===== src/rtl/minimax_pkg.sv =====
// minimax_pkg: shared FSM states, constants and byte-lane merge helper for the memory arbiter
package minimax_pkg;
  typedef enum logic [1:0] {IDLE, RMW_RD, RMW_WR} state_e;
  localparam logic [31:0] EXIT_ADDR = 32'hFFFF_FFFC;
  localparam int SRAM_WORDS = 512;
  function automatic logic [31:0] byte_merge(input logic [31:0] old_w, input logic [31:0] new_w,
                                             input logic [3:0] mask);
    for (int b = 0; b < 4; b++) byte_merge[8*b +: 8] = mask[b] ? new_w[8*b +: 8] : old_w[8*b +: 8];
  endfunction
endpackage


===== src/rtl/minimax_bank_mux.sv =====
// minimax_bank_mux: one-hot SRAM bank enable decode and AND-OR read-data select
module minimax_bank_mux #(
  parameter int NBANKS = 4,
  parameter int BW     = 2
) (
  input  logic                 i_en,
  input  logic [BW-1:0]        i_wbank,
  input  logic [BW-1:0]        i_rbank,
  input  logic [NBANKS*32-1:0] i_sram_rdata,
  output logic [NBANKS-1:0]    o_sram_en,
  output logic [31:0]          o_word
);
  always_comb begin
    o_sram_en = '0;
    o_word    = '0;
    for (int b = 0; b < NBANKS; b++) begin
      o_sram_en[b] = i_en && (i_wbank == BW'(b));
      o_word       = o_word | (i_sram_rdata[32*b +: 32] & {32{i_rbank == BW'(b)}});
    end
  end
endmodule


===== src/rtl/minimax_mem_arbiter.sv =====
// minimax_mem_arbiter: arbitrates core fetch and data ports onto banked single-port SRAM,
// owns the instruction register, the exit mailbox and read-modify-write for sub-word stores.
module minimax_mem_arbiter #(
  parameter int          PC_BITS   = 13,
  parameter int          NBANKS    = 4,
  parameter logic [31:0] EXIT_ADDR = minimax_pkg::EXIT_ADDR
) (
  input  logic                 i_clk,
  input  logic                 i_rst_n,
  input  logic [PC_BITS-1:0]   i_inst_addr,
  input  logic                 i_inst_regce,
  output logic [15:0]          o_inst,
  input  logic [31:0]          i_addr,
  input  logic [31:0]          i_wdata,
  input  logic [3:0]           i_wmask,
  input  logic                 i_rreq,
  output logic [31:0]          o_rdata,
  output logic                 o_busy,
  output logic [NBANKS-1:0]    o_sram_en,
  output logic [8:0]           o_sram_addr,
  output logic [31:0]          o_sram_wdata,
  output logic                 o_sram_wen,
  input  logic [NBANKS*32-1:0] i_sram_rdata,
  output logic                 o_exit_valid,
  output logic [31:0]          o_exit_code
);
  import minimax_pkg::*;
  localparam int WBITS = $clog2(SRAM_WORDS);
  localparam int BW    = PC_BITS - WBITS - 2;
  state_e             r_state;
  logic [PC_BITS-1:0] r_rmw_addr, w_a;
  logic [31:0]        r_rmw_wdata, r_exit_code, w_word;
  logic [3:0]         r_rmw_mask;
  logic [BW-1:0]      r_rbank;
  logic [15:0]        r_inst, w_latch;
  logic               r_ld_v, r_f_v, r_ia1, r_exit_valid;
  logic               w_idle, w_st, w_in, w_full, w_part, w_ld, w_fetch, w_exit, w_acc, w_unused;
  always_comb begin
    w_idle  = r_state == IDLE;
    w_st    = |i_wmask;
    w_in    = i_addr[31:PC_BITS] == '0;
    w_full  = w_idle && w_st && w_in && (&i_wmask);
    w_part  = w_idle && w_st && w_in && !(&i_wmask);
    w_ld    = w_idle && !w_st && i_rreq && w_in;
    w_fetch = w_idle && !w_st && !i_rreq;
    w_exit  = w_idle && w_st && (i_addr == EXIT_ADDR);
    w_a     = !w_idle ? r_rmw_addr : w_fetch ? i_inst_addr : i_addr[PC_BITS-1:0];
    w_acc   = i_rst_n && (w_full || w_ld || w_fetch || !w_idle);
    w_latch = !r_f_v ? 16'h0 : r_ia1 ? w_word[31:16] : w_word[15:0];
  end
  minimax_bank_mux #(.NBANKS(NBANKS), .BW(BW)) u_bank_mux (
    .i_en        (w_acc),
    .i_wbank     (w_a[PC_BITS-1:WBITS+2]),
    .i_rbank     (r_rbank),
    .i_sram_rdata(i_sram_rdata),
    .o_sram_en   (o_sram_en),
    .o_word      (w_word)
  );
  assign o_sram_addr  = w_a[WBITS+1:2];
  assign o_sram_wen   = i_rst_n && (w_full || r_state == RMW_WR);
  assign o_sram_wdata = r_state == RMW_WR ? byte_merge(w_word, r_rmw_wdata, r_rmw_mask) : i_wdata;
  assign o_busy       = !w_idle;
  assign o_rdata      = r_ld_v ? w_word : 32'h0;
  assign o_inst       = r_inst;
  assign o_exit_valid = r_exit_valid;
  assign o_exit_code  = r_exit_code;
  assign w_unused     = ^w_a[1:0];
  // Sub-word stores are captured so the RMW completes even if the core drops its request
  always_ff @(posedge i_clk or negedge i_rst_n)
    if (!i_rst_n) begin
      r_state      <= IDLE;
      r_rmw_addr   <= '0;
      r_rmw_wdata  <= '0;
      r_rmw_mask   <= '0;
      r_rbank      <= '0;
      r_ld_v       <= 1'b0;
      r_f_v        <= 1'b0;
      r_ia1        <= 1'b0;
      r_inst       <= '0;
      r_exit_valid <= 1'b0;
      r_exit_code  <= '0;
    end else begin
      r_state      <= w_part ? RMW_RD : r_state == RMW_RD ? RMW_WR : IDLE;
      if (w_part) begin
        r_rmw_addr  <= i_addr[PC_BITS-1:0];
        r_rmw_wdata <= i_wdata;
        r_rmw_mask  <= i_wmask;
      end
      r_rbank      <= w_a[PC_BITS-1:WBITS+2];
      r_ld_v       <= w_ld;
      r_f_v        <= w_fetch;
      r_ia1        <= i_inst_addr[1];
      if (i_inst_regce) r_inst <= w_latch;
      r_exit_valid <= w_exit;
      if (w_exit) r_exit_code <= i_wdata;
    end
endmodule


===== config.mk =====
export PLATFORM = sky130hd
export DESIGN_NAME = minimax_mem_arbiter
export DESIGN_NICKNAME = d
export VERILOG_FILES = /design/src/rtl/minimax_pkg.sv /design/src/rtl/minimax_bank_mux.sv /design/src/rtl/minimax_mem_arbiter.sv
export SDC_FILE = /design/constraint.sdc
export NUM_CORES = 1
export LEC_CHECK = 0
export ABC_CLOCK_PERIOD_IN_PS = 3900
export CAP_MARGIN = 25
export CORE_MARGIN = 4
export CORE_UTILIZATION = 30
export DETAILED_ROUTE_END_ITERATION = 8
export PLACE_DENSITY_LB_ADDON = 0.08
export SYNTH_ARGS = -nofsm -noshare
export SYNTH_HDL_FRONTEND = slang
export SYNTH_SLANG_ARGS = --single-unit

===== constraint.sdc =====
create_clock -name i_clk -period 3.9 [get_ports i_clk]
set_clock_uncertainty 0.1 [all_clocks]
set_input_delay 0.78 -clock i_clk [delete_from_list [all_inputs] [get_ports i_clk]]
set_output_delay 0.78 -clock i_clk [all_outputs]
set_load 0.02 [all_outputs]

==> results.cfg, run 1 <==
[outcome]
status = finished, final reports clean

[flow_run]
timing.max_cap.violations = 0

[route]
postRouteAntennaNets = 0
wl_um = 24400
wl_per_cell_um = 21.8
drt_first_pass_iters = 4
drc = 0
via_per_inst = 4.93
drtIter0Drc = 153
num_vias = 5512

[final_layout]
antennaDiodeCount = 0
fill_cells = 1814
area_growth_pct = 67.8
seq_area_um2 = 2580
nNetsFinal = 1063
multi_input_area_um2 = 3240
layout-drive-gt1-share_pct = 19.2

[worst_setup_path]
crit_buf_inv = 4
critical_path_arrival_ps = 2920
cpMaxStageDelayCell = clkdlybuf4s50_1
crit_required_ps = 3020
setup.worst_path.start_class = input port
worstSetupEndpointType = output port
cp_top_family = buffers and inverters
cpMostUsedCell = buf_4
crit_type = input port to output port
crit_chain = clkdlybuf4s50_1 > buf_4 > nor4_4 > a31oi_1 > a21o_1 > buf_4 > nor4_1 > dlygate4sd2_1
crit_fanout = 3
max_stage_delay_ps = 440

[logic_synthesis]
synth_warnings = 0
ys_types = 38
syn-cell-area_um2 = 6050
syn_inst = 509
ys_seq_elements = 103
ys_seq_area_share_pct = 42.6
postSynthAreaPerCell_um2 = 11.9
postSynthNetCount = 722

[power_and_ir_drop]
seq_power_share_pct = 42.0
p_int_mw = 1.91
p_total_mw = 2.58
ir_worst_vdd_uv = 197
p_comb_share_pct = 22.4
power_switching_uw = 670
p_sw_share_pct = 26.0
cellPowerDensity_nw_per_um2 = 254
pwr-share-clk_pct = 35.5
leakage_nw = 4.27

[placed_design]
hpwlAfterDp_um = 19400
port_buffers = 339
finalWeightedCongestion = 0.827

[clocking]
cts_tree = done
cts_sinks = 103
root_buffer = clkbuf_16
clkLatencyLatePin_ps = 350
path_clk_slew_ps = 70
htree_levels = 3
cts_buffers = 9
ctsLongestPathBuffers = 2
ctsHoldBuffers = 0
cts_setup_buffers = 0

[floorplanning]
ioPinCount = 341
num_rows = 51
die_w_um = 150
die_h_um = 150
initial_core_util_pct = 30.8
dieArea_um2 = 22500
fp.coreArea_um2 = 19700

[grt]
antenna_found_initial = 0
grtUsageTotal_pct = 20.9
grt-ovfl-total = 0
grt_max_degree = 54
grt_pass1_wl_um = 35300
grt_pass1_vias = 5824

[timing]
period_needed_ps = 3800
hold_viol = 0
slew_headroom_pct = 37.9
final_max_slew_viol_count = 0
whs_ps = 387
finalSetupViolations = 0
max_slew.worst_pin.slew_ps = 932
max_freq_mhz = 263
rsz0062_at_grt = no
fin_crit_sh_pct = 97.3

[worst_hold_path]
min-delay-path-class = flop to flop
cells in the mapped netlist:
master	n	area, um^2
a21o_1	1	7.51
a21oi_1	1	5.00
a31oi_1	3	18.8
and2_1	32	200
and3_1	1	6.26
buf_1	4	15.0
buf_2	10	50.1
buf_6	3	33.8
clkbuf_1	21	78.8
dfrtp_1	103	2580
inv_1	21	78.8
inv_2	1	3.75
mux2_1	1	11.3
mux2_2	59	664
mux2_4	15	225
mux2i_1	57	571
mux4_2	32	721
nand2_1	44	165
nand2b_1	1	6.26
nand3_1	1	5.00
nand4_1	9	56.3
nand4bb_1	1	11.3
nor2_1	3	11.3
nor2_4	1	11.3
nor2b_1	1	6.26
nor3_1	4	20.0
nor4_1	8	50.1
nor4_2	1	12.5
nor4b_2	2	30.0
o21ai_0	42	210
o21ai_1	1	5.00
o221a_2	1	11.3
o22ai_1	16	100
o2bb2ai_1	1	8.76
o32a_1	4	40.0
or2_2	1	6.26
or3_1	1	6.26
or4_1	1	7.51
sequential cells by signal, indices dropped and copies added, names as in the netlist:
signal,count
o_exit_code,32
r_rmw_wdata,32
o_inst,16
r_rmw_addr,11
r_rmw_mask,4
r_rbank,2
r_state,2
o_exit_valid,1
r_f_v,1
r_ia1,1
r_ld_v,1
area by class of cell:
class,count,area share [%]
multi-input combinational,346,32.0
clock buffer,11,2.29
tap,265,3.27
inverter,22,0.814
clock inverter,4,0.555
sequential,103,25.4
timing repair buffer,368,35.7
stage by stage:
stage	area, um^2	TNS [ps]	util [%]	setup slack, ps	std cells
after floorplan	6050	0	-	518	509
after global placement	9860	-1800	50.2	-237	1104
after detailed placement	9860	-1980	50.2	-257	1104
after CTS	10100	0	51.6	8.06	1119
after global routing	10100	0	51.6	23.0	1119
final	10100	0	51.6	104	1119
cells in the final DEF, fill, tap and decap left out, types with 9 or more instances in the layout:
cell             count
clkdlybuf4s50_1    324
dfrtp_1            101
mux2_2              59
mux2i_1             57
nand2_1             44
o21ai_0             42
mux4_2              32
and2_1              32
buf_4               27
inv_1               21
o22ai_1             16
mux2_4              15
dlygate4sd2_1       11
nand4_1              9
clkbuf_16            9
power by group through the flow:
stage          clock network [mW]  logic, mW  registers (mW)
4_1_cts                     0.953      0.585            1.08
3_5_place_dp                    0      0.587            1.11
3_3_place_gp                    0      0.578            1.10
6_report                    0.917      0.579            1.08
2_1_floorplan                   0      0.197            1.10
5_1_grt                     0.999      0.618            1.08
cells by family (layout without fill, tap and decap cells):
group,after synthesis,count (layout),synth area share [%]
buffers and inverters,60,405,4.30
AOI/OAI and AO/OA,70,70,6.72
and+or+nand+nor,112,112,10.1
muxes,164,164,36.2
DFF,103,103,42.6
per-layer routing:
| metal | vias to the layer above | share of wire (%) | track usage, % |
|---|---|---|---|
| li1 | 2549 | - | - |
| met1 | 2727 | 39 | 24.8 |
| met3 | 21 | 8.2 | 6.66 |
| met4 | 0 | 1.3 | 3.52 |
| met2 | 215 | 52 | 37.7 |
| met5 | - | 0 | 0 |
worst paths after layout:
| check | from | endpoint | slack, ps | depth (start not counted) |
|---|---|---|---|---|
| max | i_wmask[2] | o_sram_en[3] | 100 | 8 |
| max reg2reg | r_state[1] | r_rmw_wdata[7] | 1540 | 6 |
| min in group asynchronous | i_rst_n | o_inst[2] | 520 | 2 |
| min | r_state[1] | r_state[1] | 390 | 1 |
| min reg2reg | r_state[1] | r_state[1] | 390 | 1 |
| max in group asynchronous | i_rst_n | o_exit_valid | 2010 | 3 |
timing repair:
item / CTS / global route
hold endpoints to repair: 0 / 0
resized for setup: 14 / 10
cloned: 0 / 0
endpoints found under the setup margin: 14 / 5
No activity file was read; power rests on OpenSTA's default activity.
==> run 2, diff against run 1 <==
PLACE_DENSITY = 0.73   (was not set)
PLACE_DENSITY_LB_ADDON = not set   (was 0.08)
SYNTH_HIERARCHICAL = 1   (was not set)
==> run 2 against run 1 <==
- critical path depth is 1 lower
- core utilization is 1.7 points lower
- setup slack better by 63 ps
- first-iteration DRC count is 35% higher
- non-clock buffer count is 6 lower
- synthesized cell count is 0.79% higher
- total power is 1.6% higher
- sequential cell count stayed put
- fmax is 1.7% higher
- clock power is 5.6% higher
==> results.cfg, run 2 <==
[power_and_ir_drop]
cellPowerDensity_nw_per_um2 = 257
leakage_nw = 4.31
ir_worst_vdd_uv = 170
p_total_mw = 2.62

[final_layout]
nNetsFinal = 1051
fill_cells = 1868
layout_commonest_cell = clkdlybuf4s50_1
antennaDiodeCount = 0
area_growth_pct = 62.7
layout-drive-gt1-share_pct = 19.2
fin_cells = 1112
design_area_um2 = 10200
final_cell_mix = clkdlybuf4s50_1 (324), dfrtp_1 (102), mux2i_1 (59)

[route]
drt_first_pass_iters = 5
drc = 0
drtIter0Drc = 207
wl_per_cell_um = 21.7
wl_um = 24100
num_vias = 5445
via_per_inst = 4.90
postRouteAntennaNets = 0

[timing]
final.setup.tns_ps = 0
max_freq_mhz = 268
hold_viol = 0
max_slew.worst_pin.slew_ps = 926
fin_crit_sh_pct = 95.7
finalSetupViolations = 0
whs_ps = 372
final_max_slew_viol_count = 0
slew_headroom_pct = 38.3
period_needed_ps = 3730
rsz0062_at_grt = no

[grt]
grt-ovfl-total = 0
grtUsageTotal_pct = 20.2
grt_max_degree = 57
grt_pass1_vias = 5914
grt_pass1_wl_um = 36500
antenna_found_initial = 0

[logic_synthesis]
synth.most_common_cell = dfrtp_1
syn_inst = 513
ys_types = 35
postSynthNetCount = 726
ys.flop_type = dfrtp_1
synthArstFlopShare_pct = 100
synth-edff-count = 0
synth_area_leaders = dfrtp_1 (41%), mux4_2 (11%), mux2i_1 (9.4%)
netlist.area_leader.share_pct = 41.1
synth_commonest_cells = dfrtp_1 (103), mux2i_1 (59), mux2_2 (49)
postSynthAreaPerCell_um2 = 12.2
ys_seq_elements = 103
synth_top_area_cell = dfrtp_1
synth_warnings = 6
syn-cell-area_um2 = 6270
ys_seq_area_share_pct = 41.1

[clocking]
root_buffer = clkbuf_16
cts_sinks = 103
htree_levels = 3
clkLatencyLatePin_ps = 340
ctsResizeCount = 22
path_clk_slew_ps = 70
cts_tree = done
cts_setup_buffers = 0
ctsHoldBuffers = 0
ctsLongestPathBuffers = 2
cts_buffers = 9

[placed_design]
hpwlAfterDp_um = 18900
placed_cells = 1097
finalWeightedCongestion = 0.821
port_buffers = 339
post_dp_cell_area_um2 = 9900

[floorplanning]
ioPinCount = 341
num_rows = 52
initial_core_util_pct = 30.7
die_w_um = 153
die_h_um = 153
dieArea_um2 = 23300
fp.coreArea_um2 = 20400

[flow_run]
timing.max_cap.violations = 0

[worst_setup_path]
ff2ff_path_depth = 7
rrSetupSlack_ps = 1450
setup.worst_path.start_class = input port
rr_startpoint = r_state[1]
crit_buf_inv = 3
cpMaxStageDelayCell = or4_4
worstSetupEndpointType = output port
cp_top_family = buffers and inverters
crit_required_ps = 3020
max_stage_delay_ps = 580
r2r_end = r_rmw_wdata[2]
crit_chain = clkdlybuf4s50_1 > or4_4 > nor3_4 > buf_6 > mux2i_1 > o21ai_0 > dlygate4sd2_1
critical_path_arrival_ps = 2850
crit_type = input port to output port
crit_fanout = 10

[worst_hold_path]
holdPathStages = 1
min_from = r_state[1]
min-delay-path-class = flop to flop
hold_end = r_state[1]

[outcome]
status = finished, final reports clean
run 2: changes by cell type after synthesis, moves of 3 or more:
cell	delta
a31oi_1	-3
buf_1	-4
buf_12	+6
buf_2	-3
buf_4	+11
inv_1	-4
mux2_2	-10
mux2_4	+13
nor3_1	-4
nor4_1	-3
o32a_1	-4
run 2: through the flow:
step                util, %  worst slack [ps]
floorplan                 -               351
global placement       48.5              -283
detailed placement     48.5              -444
CTS                    50.0              20.0
global route           50.0              46.0
finish                 50.0               167
run 2: cells by family after synthesis:
group                  after synthesis  synth area share, %
and+or+nand+nor                    113                 10.2
buffers and inverters               65                 6.48
AOI/OAI and AO/OA                   64                 5.65
DFF                                103                 41.1
muxes                              168                 36.5
run 2: report_power, final:
group,total (mW),leakage [nW],switching [mW],internal [mW]
clock network,0.968,0.149,0.407,0.561
registers,1.08,1.43,0.00716,1.07
logic,0.572,2.73,0.242,0.330
total,2.62,4.31,0.656,1.96
run 2: final cells by class:
class                   instances  area [um^2]  share of cell area [%]
clock buffers                  10          229                    2.24
clock inverters                 5         81.3                   0.797
inverters                      17         63.8                   0.625
multi-input cells             345         3310                    32.5
flip-flops and latches        103         2580                    25.3
well taps                     270          338                    3.31
repair buffers                362         3600                    35.3
run 2: worst max path at each step:
| stage | from | to | slack (ps) | cells past startpoint |
|---|---|---|---|---|
| 4_1_cts | i_addr[28] | o_sram_wen | 20 | 7 |
| 6_report | i_wmask[1] | o_sram_addr[4] | 170 | 7 |
| 2_1_floorplan | i_wmask[1] | o_sram_en[0] | 350 | 6 |
| 3_3_place_gp | i_wmask[1] | o_sram_en[1] | -280 | 7 |
| 5_1_grt | i_wmask[1] | o_sram_addr[4] | 50 | 7 |
| 3_5_place_dp | i_wmask[1] | o_sram_en[3] | -440 | 7 |
run 2: routing by layer:
metal / GRT usage, % / routed length, um / vias to the layer above
li1: - / - / 2531
met1: 24.8 / 10000 / 2667
met2: 35.1 / 11900 / 224
met3: 6.48 / 1850 / 23
met4: 4.24 / 351 / 0
met5: 0 / 0 / -
